==> src/rtl/bcd_display_scanner_pkg.sv <==
// Shared constants and helpers for the BCD display scan controller.
package bcd_display_scanner_pkg;

  localparam int         DIGIT_W = 4;
  localparam logic [3:0] BCD_MAX = 4'd9;

  // Counter width able to hold 0..n-1, never narrower than one bit.
  function automatic int cnt_w(input int n);
    return (n <= 1) ? 1 : $clog2(n);
  endfunction

endpackage

==> src/rtl/bcd_display_scanner_prescaler.sv <==
// Free-running divider: one-cycle tick every PRESCALE clocks, reusable for refresh timing.
module scan_prescaler
  import bcd_display_scanner_pkg::*;
#(
  parameter int PRESCALE = 50000
) (
  input  logic clk,
  input  logic rst_n,
  output logic tick
);

  localparam int            CW   = cnt_w(PRESCALE);
  localparam logic [CW-1:0] LAST = CW'(PRESCALE - 1);

  logic [CW-1:0] r_count;

  // NOTE: sequential state uses non-blocking assignments so every flop samples pre-edge values.
  always_ff @(posedge clk or negedge rst_n) begin
    if (!rst_n)                r_count <= '0;
    else if (r_count == LAST)  r_count <= '0;
    else                       r_count <= r_count + 1'b1;
  end

  assign tick = (r_count == LAST);

endmodule

==> src/rtl/bcd_display_scanner.sv <==
// Time-multiplexed N-digit BCD scan controller with tear-free frame handshake.
module bcd_display_scanner
  import bcd_display_scanner_pkg::*;
#(
  parameter int NUM_DIGITS = 4,
  parameter int PRESCALE   = 50000
) (
  input  logic                          clk,
  input  logic                          rst_n,
  input  logic [DIGIT_W*NUM_DIGITS-1:0] load_data,
  input  logic                          load_valid,
  output logic                          load_ready,
  input  logic                          blank_lz,
  output logic [DIGIT_W-1:0]            bcd_out,
  output logic [NUM_DIGITS-1:0]         digit_sel,
  output logic                          frame_done,
  output logic                          bcd_err
);

  localparam int               FW       = DIGIT_W * NUM_DIGITS;
  localparam int               IDX_W    = cnt_w(NUM_DIGITS);
  localparam logic [IDX_W-1:0] LAST_IDX = IDX_W'(NUM_DIGITS - 1);

  logic [IDX_W-1:0]      r_idx;
  logic [FW-1:0]         r_shadow;
  logic [FW-1:0]         r_pending;
  logic                  r_load_ready;
  logic [DIGIT_W-1:0]    r_bcd_out;
  logic [NUM_DIGITS-1:0] r_digit_sel;
  logic                  r_frame_done;
  logic                  r_bcd_err;

  logic                  w_tick;
  logic [IDX_W-1:0]      w_idx_next;
  logic                  w_boundary;
  logic                  w_consume;
  logic                  w_xfer;
  logic [FW-1:0]         w_frame_eff;
  logic [FW-1:0]         w_clean;
  logic                  w_bad;
  logic [NUM_DIGITS-1:0] w_dark;
  logic [NUM_DIGITS-1:0] w_sel;
  logic [DIGIT_W-1:0]    w_digit;

  scan_prescaler #(.PRESCALE(PRESCALE)) u_prescaler (
    .clk   (clk),
    .rst_n (rst_n),
    .tick  (w_tick)
  );

  assign w_idx_next = (r_idx == LAST_IDX) ? '0 : r_idx + 1'b1;
  assign w_boundary = w_tick & (w_idx_next == '0);
  // A pending frame is swapped in at the boundary so digit 0 already shows it.
  assign w_consume   = w_boundary & ~r_load_ready;
  assign w_xfer      = load_valid & r_load_ready;
  assign w_frame_eff = w_consume ? r_pending : r_shadow;

  // NOTE: every always_comb output gets a default first so no latch is inferred.
  always_comb begin
    w_clean = '0;
    w_bad   = 1'b0;
    for (int k = 0; k < NUM_DIGITS; k++) begin
      if (load_data[k*DIGIT_W +: DIGIT_W] > BCD_MAX) w_bad = 1'b1;
      else w_clean[k*DIGIT_W +: DIGIT_W] = load_data[k*DIGIT_W +: DIGIT_W];
    end
  end

  always_comb begin
    logic zero_run;
    w_dark   = '0;
    zero_run = 1'b1;
    for (int k = NUM_DIGITS - 1; k >= 0; k--) begin
      zero_run = zero_run & (w_frame_eff[k*DIGIT_W +: DIGIT_W] == '0);
      if (k != 0) w_dark[k] = blank_lz & zero_run;
    end
  end

  always_comb begin
    w_sel   = '0;
    w_digit = w_frame_eff[int'(w_idx_next)*DIGIT_W +: DIGIT_W];
    for (int k = 0; k < NUM_DIGITS; k++)
      w_sel[k] = (w_idx_next == IDX_W'(k)) & ~w_dark[k];
  end

  // NOTE: the frame registers are reset too, so a blank display follows reset deterministically.
  always_ff @(posedge clk or negedge rst_n) begin
    if (!rst_n) begin
      r_idx        <= LAST_IDX;
      r_shadow     <= '0;
      r_pending    <= '0;
      r_load_ready <= 1'b1;
      r_bcd_out    <= '0;
      r_digit_sel  <= '0;
      r_frame_done <= 1'b0;
      r_bcd_err    <= 1'b0;
    end else begin
      r_frame_done <= w_boundary;
      if (w_consume) begin
        r_shadow     <= r_pending;
        r_load_ready <= 1'b1;
      end
      if (w_xfer) begin
        r_pending    <= w_clean;
        r_bcd_err    <= w_bad;
        r_load_ready <= 1'b0;
      end
      if (w_tick) begin
        r_idx       <= w_idx_next;
        r_bcd_out   <= w_digit;
        r_digit_sel <= w_sel;
      end
    end
  end

  assign load_ready = r_load_ready;
  assign bcd_out    = r_bcd_out;
  assign digit_sel  = r_digit_sel;
  assign frame_done = r_frame_done;
  assign bcd_err    = r_bcd_err;

endmodule

==> config.mk <==
export PLATFORM = sky130hd
export DESIGN_NAME = bcd_display_scanner
export DESIGN_NICKNAME = d
export VERILOG_FILES = /design/src/rtl/bcd_display_scanner_pkg.sv /design/src/rtl/bcd_display_scanner_prescaler.sv /design/src/rtl/bcd_display_scanner.sv
export SDC_FILE = /design/constraint.sdc
export NUM_CORES = 1
export LEC_CHECK = 0
export CAP_MARGIN = 20
export CORE_MARGIN = 8
export CORE_UTILIZATION = 45
export CTS_CLUSTER_DIAMETER = 80
export DETAILED_ROUTE_END_ITERATION = 7
export HOLD_SLACK_MARGIN = 0.08
export PLACE_DENSITY = 0.66
export SLEW_MARGIN = 20
export SYNTH_ARGS = -nofsm -noshare
export SYNTH_HDL_FRONTEND = slang
export SYNTH_SLANG_ARGS = --single-unit
==> constraint.sdc <==
create_clock -name clk -period 4.9 [get_ports clk]
set_clock_uncertainty 0.2 [all_clocks]
set_input_delay 0.49 -clock clk [delete_from_list [all_inputs] [get_ports clk]]
set_output_delay 0.49 -clock clk [all_outputs]
set_load 0.02 [all_outputs]
# Yosys cells after proc, flatten, opt, wreduce, memory -nomap -nowiden
# Cells that the tools add are included.
# classes
shifts	1
eq_ne	5
n_reduce_logical	5
mux	13
n_bitwise	15
order_cmp	4
add_sub_neg	2
# ops
operator	n
16-bit 2-to-1 mux	2
16-bit by 1-bit adder with 16-bit output, second input constant	1
16-bit equality test, second input constant	1
4-bit > comparator, second input constant	4
4-bit 2-to-1 mux	4
16-bit by 5-bit variable part select with 4-bit output	1
4-bit zero test	3
1-bit bitwise AND	11
2-bit equality test, second input constant	3
1-bit 2-to-1 mux	6
1-bit NOT	4
2-bit by 1-bit adder with 2-bit output, second input constant	1
2-bit by 1-bit equality test with 1-bit output, second input constant	1
2-bit zero test	1
2-bit 2-to-1 mux	1
2-bit nonzero test	1
# word_totals
elab_cells	54
out_inout_bits	11
input_bits	20
register_bits	61

# Depth between registers and ports, before layout
# logic_depth
ltp_word	12
mapped_depth	7

# By module
# From an unflattened synthesis, not the netlist that was laid out.
# unflattened
cells_unflattened	253
hier_area_um2	2808.9
# modules_own_cells
module	instances	area_per_inst_um2	cells_per_inst
bcd_display_scanner	1	2047.0	186
scan_prescaler	1	762.0	67

# Worst setup path before layout
# Ideal clock, no wire load.
# synth_path
path_kind	reg2reg
from	reg u_prescaler.r_count[10]
to	reg r_shadow[13]
setup_ns	0.125
required_time_ns	4.575
path_stages_with_launch	6
path_slack_ns	2.608
arrival_time_ns	1.967
cell_sequence	dfrtp_1 > or4_4 > nor4_4 > nand2_4 > buf_6 > mux2_4
# synth_between
elab_chain_cells	4
# synth_lines
item	line_no	source
from (decl)	bcd_display_scanner_prescaler.sv:15	logic [CW-1:0] r_count;
from (signal assigned)	bcd_display_scanner_prescaler.sv:21	else r_count <= r_count + 1'b1;
16-bit equality test	bcd_display_scanner_prescaler.sv:24	assign tick = (r_count == LAST);
1-bit bitwise AND	bcd_display_scanner.sv:52	assign w_boundary = w_tick & (w_idx_next == '0);
1-bit bitwise AND	bcd_display_scanner.sv:54	assign w_consume = w_boundary & ~r_load_ready;
16-bit 2-to-1 mux	-	
via w_frame_eff[13]	bcd_display_scanner.sv:38	logic [FW-1:0] w_frame_eff;
to (signal assigned)	bcd_display_scanner.sv:99	r_shadow <= r_pending;
to (decl)	bcd_display_scanner.sv:25	logic [FW-1:0] r_shadow;
# The timed path passes the listed nets, and every way through them passes these cells.
# A chain may end at the register's enable or synchronous reset.

# Worst setup path in the final report
# layout_path
from	reg u_prescaler.r_count[10]
to	reg r_bcd_out[3], in the netlist bcd_out[3]
# layout_between
elab_chain_cells	5
# layout_lines
item	line_no	source
16-bit equality test (*)	bcd_display_scanner_prescaler.sv:24	
1-bit bitwise AND	bcd_display_scanner.sv:52	
1-bit bitwise AND	bcd_display_scanner.sv:54	
16-bit 2-to-1 mux	-	
16-bit by 5-bit variable part select with 4-bit output	bcd_display_scanner.sv:80	w_digit = w_frame_eff[int'(w_idx_next)*DIGIT_W +: DIGIT_W];
to (signal assigned)	bcd_display_scanner.sv:109	r_bcd_out <= w_digit;
to (decl)	bcd_display_scanner.sv:28	logic [DIGIT_W-1:0] r_bcd_out;
# Every way passes the cells marked *; elsewhere a longest branch is shown, timed or not.

==> impl_summary.log <==
[metrics] outcome: finished clean
[metrics] arithmetic-cell share of the synthesized area counting full adders, half adders and majority gates: 2.14%
[metrics] Inserted Clock Buffers: 9
[metrics] number of gates resized after CTS: 0
[metrics] die outline height: 96.5 um
[metrics] post-detailed-routing wire length: 5840 um
[metrics] unrepaired setup endpoints after global routing: false
[metrics] area share of the largest cell type after synthesis: 49.7%
[metrics] Syn Inst Count: 272
[metrics] cell at the root of the clock tree: sky130_fd_sc_hd__clkbuf_8
[metrics] area growth from synthesis to layout: 18.1%
[metrics] WP data required: 4.97 ns
[metrics] Post-Synth XOR/XNOR Area: 3.60%
[metrics] category of the worst setup path capture point: flip-flop
[metrics] Final Net Count: 329
[metrics] share of synthesized area spent on multiplexers: 8.45%
[metrics] overall via count from detail_route: 2,072
[metrics] ys async rst share: 100%
[metrics] global-route met3 utilization: 4.33%
[metrics] largest net degree at the start of global routing: 62
[metrics] cts-stage hold buffer count: 0
[metrics] met1 Use GR: 18.3%
[metrics] Boundary Pins: 31
[metrics] RePlAce Congestion: 0.791
[metrics] antenna cells: 0
[metrics] GR Layer Usage met2: 21.6%
[metrics] non-filler cells, final: 386
[metrics] final clock period utilization by the worst path: 51.9%
[metrics] WS Path Type: reg2reg
[metrics] antenna-violating nets left: 0
[metrics] CP cell instances: or4_4 > or4_1 > a311oi_1 > a22o_1
[metrics] min Tclk post-route: 2.54 ns
[metrics] maximum fanout along the worst path: 13
[metrics] largest family of logic cells by synthesized area: simple AND/OR/NAND/NOR gates
[metrics] core outline area: 0.00631 mm^2
[metrics] worst path buffer plus inverter count: 0
[metrics] maximum resistive drop on vdd: 170 uV
[metrics] worst hold slack: 0.106 ns
[metrics] TritonCTS clock tree: built
[metrics] crit path max-delay cell type: sky130_fd_sc_hd__or4_1
[metrics] Yosys warning total: 0
[metrics] worst hold path class: in2async
[metrics] minimum setup slack among reg-to-reg paths: 2.36 ns
[metrics] cell taking the most area after synthesis: sky130_fd_sc_hd__dfrtp_1
[metrics] dominant cells by area after synthesis: sky130_fd_sc_hd__dfrtp_1, sky130_fd_sc_hd__o21ai_0, sky130_fd_sc_hd__nand2_1
[metrics] kind of cell adding the most delay to the critical path: simple AND/OR/NAND/NOR gates
[metrics] die extent in x: 96.5 um
[metrics] Filler Cells Inserted: 595
[metrics] headroom to the max-slew limit: 36.3%
[metrics] H-Tree Depth: 3
[metrics] DRC violations left: 0
[metrics] Placed Cells: 370
[metrics] final setup violation count: 0
[metrics] main flop type after synthesis: sky130_fd_sc_hd__dfrtp_1
[metrics] vias in the first global route: 2,183
[metrics] number of cell rows: 29
[metrics] clock sink count: 61
[metrics] per-cell routed wire length: 15.1 um
[metrics] number of enable flip-flop cells after synthesis: 0
[metrics] wire length of the first global-routing pass: 10,300 um
[metrics] number of post-CTS setup repair buffers: 0
[metrics] final setup TNS: 0 ns
[metrics] effective utilization at floorplan: 46.2%
[metrics] share of post-route cells with drive strength above 1: 12.9%
[metrics] Clk Latency, worst-skew pair: 0.33 ns
[metrics] Max Fclk: 393 MHz
[metrics] max cap viols: 0
[metrics] initial DRC count: 86
[metrics] PortBufs: 30
[metrics] transition time at the pin with the least slew margin: 0.953 ns
[metrics] synth cell count leaders: sky130_fd_sc_hd__dfrtp_1, sky130_fd_sc_hd__nand2_1, sky130_fd_sc_hd__o21ai_0
[metrics] number of hold-slack violations in the final timing report: 0
[metrics] sequential cell area fraction in the yosys report: 52.4%
[metrics] ratio of total power to cell area: 280 mW/mm^2
[metrics] library cell with the highest instance count after synthesis: sky130_fd_sc_hd__dfrtp_1
[metrics] HPWL reported at the end of detailed placement: 4110 um
[metrics] post-layout utilization of the core: 54.6%
[metrics] crit path DAT: 2.61 ns
[metrics] Static Leakage: 1.59 nW
[metrics] global-route congestion overflow total: 0
[metrics] Post-Syn Nets: 297
[metrics] final count of pins violating max slew: 0
[metrics] full die area: 0.00932 mm^2
[metrics] area fraction in and, or, nand and nor cells after synthesis: 19.1%
[metrics] startpoint type of the worst setup path: flip-flop
[metrics] antenna violations before repair: 0
[metrics] netlist area before placement: 0.00292 mm^2
[metrics] register clock-pin slew on the reported worst setup and hold paths: 0.06 ns
[metrics] CTS max path bufs: 2
[metrics] syn_area_per_cell: 10.7 um^2
[metrics] global-route usage over all layers: 14.3%
[metrics] vias per std cell: 5.37
[metrics] number of different library cells in the post-synthesis netlist: 50
[metrics] worst stage delay on the critical path: 0.77 ns
[metrics] DRT Pass-1 Iters: 4
[metrics] total of flip-flops plus latches after synthesis: 61
[metrics] fraction of the mapped netlist area in compound gates: 11.7%
[metrics] most crowded layer after global routing: met2
-- placed cells by master, fill, tap and decap left out, types with 3 or more instances in the layout --
cell type,n
sky130_fd_sc_hd__xor2_1,8
sky130_fd_sc_hd__mux2_2,9
sky130_fd_sc_hd__nor2_1,13
sky130_fd_sc_hd__dfstp_2,3
sky130_fd_sc_hd__nor4_1,4
sky130_fd_sc_hd__clkbuf_1,3
sky130_fd_sc_hd__mux2_4,7
sky130_fd_sc_hd__clkbuf_8,11
sky130_fd_sc_hd__or4_1,3
sky130_fd_sc_hd__dfrtp_1,58
sky130_fd_sc_hd__and3_1,3
sky130_fd_sc_hd__ha_1,5
sky130_fd_sc_hd__nand2_1,34
sky130_fd_sc_hd__nand3_1,15
sky130_fd_sc_hd__a22o_1,5
sky130_fd_sc_hd__xnor2_1,4
sky130_fd_sc_hd__inv_1,6
sky130_fd_sc_hd__mux2i_1,4
sky130_fd_sc_hd__nor3_1,7
sky130_fd_sc_hd__nand2b_1,10
sky130_fd_sc_hd__o21ai_0,27
sky130_fd_sc_hd__clkdlybuf4s50_1,29
-- state kept, by name, summed over array words and instances (netlist names) --
register,count
r_pending,16
r_shadow,16
u_prescaler.r_count,16
bcd_out,4
digit_sel,4
r_idx,2
bcd_err,1
frame_done,1
load_ready,1
-- cells by family (layout without fill, tap and decap cells) --
group	after synthesis	after routing
XOR/XNOR	12	12
buffers and inverters	17	54
multiplexers	20	20
AO/OA/AOI/OAI	52	52
AND/OR/NAND/NOR	105	105
flip-flops	61	61
adder cells (fa/ha/maj)	5	5
-- per-stage QoR --
step | worst slack [ns] | cell area [um^2] | total power, mW
2_1_floorplan | 2.61 | 2920 | 0.550
3_3_place_gp | 2.40 | 3270 | 0.586
3_5_place_dp | 2.37 | 3270 | 0.587
4_1_cts | 2.35 | 3450 | 0.984
5_1_grt | 2.19 | 3450 | 1.02
6_report | 2.36 | 3450 | 0.967
-- report_power, final --
group | internal (mW) | leakage, nW | switching [mW]
Clock | 0.210 | 0.0905 | 0.180
Sequential | 0.516 | 0.799 | 0.00985
Combinational | 0.0254 | 0.704 | 0.0251
-- layout make-up --
type	count	area, um^2	area share, %
well taps	77	96.3	2.79
flip-flops and latches	61	1530	44.4
repair buffers	32	310	9.00
clock inverters	2	10.0	0.290
inverters	6	22.5	0.653
clock buffers	14	163	4.72
multi-input cells	194	1320	38.1
-- worst paths after layout --
| kind | end | from | depth (start not counted) |
|---|---|---|---|
| max | bcd_out[3] | u_prescaler.r_count[10] | 4 |
| min | u_prescaler.r_count[6] | rst_n | 2 |
| max reg2reg | bcd_out[3] | u_prescaler.r_count[10] | 4 |
| min reg2reg | u_prescaler.r_count[0] | u_prescaler.r_count[0] | 1 |
| max in group asynchronous | r_shadow[8] | rst_n | 2 |
| min in group clk | u_prescaler.r_count[0] | u_prescaler.r_count[0] | 1 |
-- routing by layer --
metal,routed length (um),up-vias
li1,-,1050
met1,2810,978
met2,2710,33
met3,210,11
met4,111,0
met5,0,-
(Power assumes the default switching activity.)
